==> src/rtl/ex_stage.sv <==
// Execute stage: ID/EX register, operand forwarding, ALU, branch/jump resolution, EX/MEM register.
// Latency: D inputs reach the ALU after 1 edge and the *_m outputs after 2; pcsrc_e/pctarget_e are combinational in E.
// Backpressure: stall_e holds ID/EX and flush_e loads a bubble (flush wins); EX/MEM never stalls.
//
// Ports:
//   clk, reset_n                 clock, synchronous active-low reset
//   stall_e, flush_e             hazard-unit controls for the ID/EX register
//   *_d                          Decode-stage operands and control
//   forwarda_e, forwardb_e       operand select: 00/11 reg, 01 result_w, 10 aluresult_m
//   result_w                     Writeback result for forwarding
//   rs1_e, rs2_e, rd_e,
//   resultsrc_e0                 E-stage fields for hazard detection
//   pcsrc_e, pctarget_e          fetch redirect and target
//   *_m                          EX/MEM register outputs
module ex_stage #(
  parameter int XLEN = 32
) (
  input  logic            clk,
  input  logic            reset_n,
  input  logic            stall_e,
  input  logic            flush_e,
  input  logic [XLEN-1:0] rd1_d,
  input  logic [XLEN-1:0] rd2_d,
  input  logic [XLEN-1:0] immext_d,
  input  logic [XLEN-1:0] pc_d,
  input  logic [4:0]      rs1_d,
  input  logic [4:0]      rs2_d,
  input  logic [4:0]      rd_d,
  input  logic [2:0]      alucontrol_d,
  input  logic            alusrc_d,
  input  logic            regwrite_d,
  input  logic            memwrite_d,
  input  logic [1:0]      resultsrc_d,
  input  logic            branch_d,
  input  logic            jump_d,
  input  logic [1:0]      forwarda_e,
  input  logic [1:0]      forwardb_e,
  input  logic [XLEN-1:0] result_w,
  output logic [4:0]      rs1_e,
  output logic [4:0]      rs2_e,
  output logic [4:0]      rd_e,
  output logic            resultsrc_e0,
  output logic            pcsrc_e,
  output logic [XLEN-1:0] pctarget_e,
  output logic [XLEN-1:0] aluresult_m,
  output logic [XLEN-1:0] writedata_m,
  output logic [4:0]      rd_m,
  output logic            regwrite_m,
  output logic            memwrite_m,
  output logic [1:0]      resultsrc_m,
  output logic [XLEN-1:0] pcplus4_m
);

  typedef struct packed {
    logic [XLEN-1:0] rd1;
    logic [XLEN-1:0] rd2;
    logic [XLEN-1:0] imm;
    logic [XLEN-1:0] pc;
    logic [4:0]      rs1;
    logic [4:0]      rs2;
    logic [4:0]      rd;
    logic [2:0]      alucontrol;
    logic            alusrc;
    logic            regwrite;
    logic            memwrite;
    logic [1:0]      resultsrc;
    logic            branch;
    logic            jump;
  } idex_t;

  idex_t           d_in;
  idex_t           e;
  logic [XLEN-1:0] srca;
  logic [XLEN-1:0] wd;
  logic [XLEN-1:0] srcb;
  logic [XLEN-1:0] aluresult;
  logic [4:0]      shamt;
  logic            zero;

  always_comb begin
    d_in            = '0;
    d_in.rd1        = rd1_d;
    d_in.rd2        = rd2_d;
    d_in.imm        = immext_d;
    d_in.pc         = pc_d;
    d_in.rs1        = rs1_d;
    d_in.rs2        = rs2_d;
    d_in.rd         = rd_d;
    d_in.alucontrol = alucontrol_d;
    d_in.alusrc     = alusrc_d;
    d_in.regwrite   = regwrite_d;
    d_in.memwrite   = memwrite_d;
    d_in.resultsrc  = resultsrc_d;
    d_in.branch     = branch_d;
    d_in.jump       = jump_d;
  end

  // ID/EX: a bubble is an all-zero entry, so it never writes or redirects.
  always_ff @(posedge clk) begin
    if (!reset_n)     e <= '0;
    else if (flush_e) e <= '0;
    else if (!stall_e) e <= d_in;
  end

  // Forwarding muxes; the unused code 11 falls back to the register value.
  always_comb begin
    case (forwarda_e)
      2'b01:   srca = result_w;
      2'b10:   srca = aluresult_m;
      default: srca = e.rd1;
    endcase
    case (forwardb_e)
      2'b01:   wd = result_w;
      2'b10:   wd = aluresult_m;
      default: wd = e.rd2;
    endcase
  end

  assign srcb  = e.alusrc ? e.imm : wd;
  assign shamt = srcb[4:0];

  always_comb begin
    case (e.alucontrol)
      3'b010:  aluresult = srca + srcb;
      3'b110:  aluresult = srca - srcb;
      3'b000:  aluresult = srca & srcb;
      3'b001:  aluresult = srca | srcb;
      3'b111:  aluresult = {{(XLEN-1){1'b0}}, ($signed(srca) < $signed(srcb))};
      3'b100:  aluresult = srca << shamt;
      3'b101:  aluresult = srca >> shamt;
      default: aluresult = '0;
    endcase
  end

  assign zero         = (aluresult == '0);
  assign pcsrc_e      = (e.branch & zero) | e.jump;
  assign pctarget_e   = e.pc + e.imm;
  assign rs1_e        = e.rs1;
  assign rs2_e        = e.rs2;
  assign rd_e         = e.rd;
  assign resultsrc_e0 = e.resultsrc[0];

  // EX/MEM loads every edge so a held E instruction re-enters M each cycle.
  always_ff @(posedge clk) begin
    if (!reset_n) begin
      aluresult_m <= '0;
      writedata_m <= '0;
      rd_m        <= '0;
      regwrite_m  <= 1'b0;
      memwrite_m  <= 1'b0;
      resultsrc_m <= '0;
      pcplus4_m   <= '0;
    end else begin
      aluresult_m <= aluresult;
      writedata_m <= wd;
      rd_m        <= e.rd;
      regwrite_m  <= e.regwrite;
      memwrite_m  <= e.memwrite;
      resultsrc_m <= e.resultsrc;
      pcplus4_m   <= e.pc + XLEN'(4);
    end
  end

endmodule

==> config.mk <==
export PLATFORM = sky130hd
export DESIGN_NAME = ex_stage
export DESIGN_NICKNAME = d
export VERILOG_FILES = /design/src/rtl/ex_stage.sv
export SDC_FILE = /design/constraint.sdc
export NUM_CORES = 1
export LEC_CHECK = 0
export CORE_MARGIN = 3
export CORE_UTILIZATION = 50
export CTS_CLUSTER_DIAMETER = 60
export CTS_CLUSTER_SIZE = 25
export DETAILED_ROUTE_END_ITERATION = 10
export GPL_ROUTABILITY_DRIVEN = 1
export PLACE_DENSITY = 0.76
export SETUP_SLACK_MARGIN = 0.05
export SYNTH_ARGS = -nofsm -noshare
export SYNTH_HDL_FRONTEND = slang
export SYNTH_SLANG_ARGS = --single-unit
export TNS_END_PERCENT = 30
==> constraint.sdc <==
create_clock -name clk -period 14.9 [get_ports clk]
set_input_delay 2.98 -clock clk [delete_from_list [all_inputs] [get_ports clk]]
set_output_delay 2.98 -clock clk [all_outputs]
set_load 0.03 [all_outputs]
==> flow_summary.json <==
{
  "rsz0062_at_grt": "no",
  "drt_iter0_drc": 2768,
  "p_leak_uw": 0.0102,
  "skew_ns": 0.0334,
  "slew_headroom_pct": 20.3,
  "timing.rr.end": "aluresult_m[30]",
  "cts_setup_buffers": 0,
  "layout_commonest_cell": "clkdlybuf4s50_1",
  "nNetsFinal": 3147,
  "cpLargestDelayFamily": "compound AO/OA/AOI/OAI gates",
  "fp.coreArea_um2": 39900,
  "ctsHtreeMaxLevel": 1,
  "synthesis.area_um2": 20300,
  "drt-total-wl_um": 91600,
  "ys_seq_area_share_pct": 25.5,
  "clock-sinks": 258,
  "multi_input_area_um2": 13900,
  "power_uw": 2180,
  "ir_drop_mv": 0.122,
  "clk_path_buf_depth": 3,
  "cp.depth": 20,
  "fillers": 3505,
  "avgRoutedWirePerCell_um": 27.2,
  "vias": 21800,
  "synth_top_area_share_pct": 25.5,
  "drive_gt1_share_pct": 5.26,
  "final_area_um2": 24900,
  "path_class": "in2out",
  "yosysTopAreaCell": "dfxtp_1",
  "grt_use_total_pct": 40.2,
  "cap_violations": 0,
  "drc": 0,
  "period_share_pct": 87.8,
  "numPortBuffers": 346,
  "timing.critical_path.buf_inv": 5,
  "core.rowCount": 73,
  "synthArstFlopShare_pct": 0,
  "ctsHoldBuffers": 0,
  "fmax_mhz": 76.5,
  "worstSetupStartpointType": "input port",
  "ys_types": 92,
  "cts_root_buffer": "clkbuf_16",
  "tns_ns": 0,
  "grt_antenna_before_repair": 12,
  "postPlaceCellArea_um2": 24000,
  "postLayoutCoreUtil_pct": 62.5,
  "final_hold_viol_count": 0,
  "regToRegStartpoint": "aluresult_m[1]",
  "postSynthCellCount": 2565,
  "cp_max_fo": 39,
  "ant_nets": 0,
  "whs_ns": 0.466,
  "powerDensity_nw_per_um2": 87.2,
  "ys_warn_count": 0,
  "ioPinCount": 347,
  "syn2layout_area_growth_pct": 23.1,
  "globalplace.congestion": 1.07,
  "synthTopCellsByArea": "dfxtp_1 (25%), mux2i_1 (15%), ha_1 (8.5%)",
  "synth_seq_cells": 258,
  "synthesis.nets": 2899,
  "arrival_ns": 10.10,
  "mostFrequentLayoutCells": "clkdlybuf4s50_1 (344), nor2_1 (319), mux2i_1 (294)",
  "r2r_cells": 17,
  "post_cts_resized": 0,
  "worstHoldPathType": "reg2reg",
  "die_y_um": 207,
  "seq_area_um2": 5170,
  "drv_slew": 0,
  "dieArea_um2": 43000,
  "period_minus_slack_ns": 13.08,
  "min_path_cells": 1,
  "dieWidth_um": 207,
  "grt_overflow": 0,
  "via_per_inst": 6.47,
  "clk_pin_slew_ns": 0.09,
  "first_pass_iters": 7,
  "required_ns": 11.92,
  "crit_path_max_incr_delay_ns": 0.73,
  "postSynthAreaPerCell_um2": 7.90,
  "max_slew.worst_pin.slew_ns": 1.19,
  "path_cells": "clkdlybuf4s50_1 -> inv_1 -> ha_2 -> buf_4 -> nor2b_1 -> o31a_1 -> ha_1 -> inv_1 -> o311ai_0 -> a211oi_1 -> a41oi_1 -> o41ai_1 -> o21ai_0 -> a2111oi_0 -> a31oi_1 -> xnor2_1 -> a211oi_1 -> nand4_1 -> o41ai_2 -> clkdlybuf4s50_1",
  "worstHoldStart": "e[5]",
  "clock_latency_ns": 0.58,
  "dp_hpwl_um": 71900,
  "setup_viol_count_final": 0,
  "grt_pass1_vias": 20900,
  "hold_end": "regwrite_m",
  "cts_tree": "done",
  "crit_slowest_cell": "clkdlybuf4s50_1",
  "grt_pass1_wl_um": 134000,
  "grt_max_degree": 80,
  "outcome": "finished clean",
  "synthFlopType": "dfxtp_1",
  "reg2reg_slack_ns": 9.39,
  "cp-end-kind": "output pin",
  "cts_buffers": 25,
  "synth_edf_count": 0,
  "start_util_pct": 50.8
}
## worst reg2reg max path, stage by stage, from the launching register on
cell	delay [ns]
dfxtp_1	0.37
a221oi_1	0.40
o31a_1	0.34
buf_4	0.52
inv_2	0.12
fa_1	0.42
nor2b_1	0.17
o311ai_0	0.38
a211oi_1	0.23
a41oi_1	0.43
o41ai_1	0.21
o21a_1	0.25
o21ai_0	0.62
o21ai_0	0.21
a211oi_1	0.30
xnor2_1	0.18
o21ai_0	0.09
and2_1	0.19
## logic make-up (layout without fill, tap and decap cells)
logic type               count (synthesis)  count (layout)  share of synthesized area (%)
AND/OR/NAND/NOR                        854             854                           19.7
AO/OA/AOI/OAI                          624             624                           20.6
multiplexers                           314             314                           15.8
buffers and inverters                  295             562                           6.24
flip-flops                             258             258                           25.5
adder cells (fa/ha/maj)                141             141                           8.82
XOR/XNOR                                79              79                           3.42
other                                    0              11                              0
## cells in the mapped netlist (all sizes together), types with 29 or more instances
cell type,count
clkbuf,98
inv,122
nand2,195
o211ai,29
xnor2,64
ha,138
nor2b,63
dfxtp,258
buf,74
nand3,54
nor3,41
mux2i,296
and2,67
a21oi,126
nor2,320
a211oi,38
a22oi,73
o21ai,152
## registers in the layout, indices dropped and copies added (netlist names)
register      cells
writedata_m      32
rs2_e             5
resultsrc_e0      1
regwrite_m        1
rd_m              5
pcplus4_m        32
rd_e              5
aluresult_m      32
rs1_e             5
memwrite_m        1
e               137
resultsrc_m       2
## area by class of cell
cell class	instances	area share, %
antenna	11	0.110
clock buffer	27	2.54
clock inverter	19	1.21
inverter	123	1.87
multi-input combinational	2012	55.6
sequential	258	20.7
tap	525	2.63
timing repair buffer	393	15.3
## metal layers
metal | vias up | part of all wire (%) | global-route usage, %
li1 | 9645 | - | -
met1 | 10300 | 39 | 51.9
met2 | 1517 | 42 | 61.6
met3 | 340 | 12 | 10.3
met4 | 2 | 6.9 | 22.1
met5 | - | 0.014 | 0
## power breakdown
group	internal, uW	leakage [uW]	switching, uW
logic	271	0.00767	467
registers	713	0.00210	23.5
clock network	345	0.000446	357
## worst max-delay path by stage
stage / startpoint / to / slack (ns)
detailed placement: forwardb_e[0] / pcsrc_e / 2.05
floorplan: forwardb_e[0] / pcsrc_e / 3.40
global placement: forwardb_e[0] / pcsrc_e / 2.14
finish: forwardb_e[0] / pcsrc_e / 1.82
CTS: forwardb_e[0] / pcsrc_e / 2.02
global route: forwardb_e[0] / pcsrc_e / 1.34
## metrics by stage
stage / instances / setup slack (ns)
5_1_grt: 3367 / 1.34
3_3_place_gp: 3311 / 2.14
6_report: 3368 / 1.82
4_1_cts: 3357 / 2.02
2_1_floorplan: 2565 / 3.40
3_5_place_dp: 3311 / 2.05
Note: power is estimated with default switching activity, not from simulation.
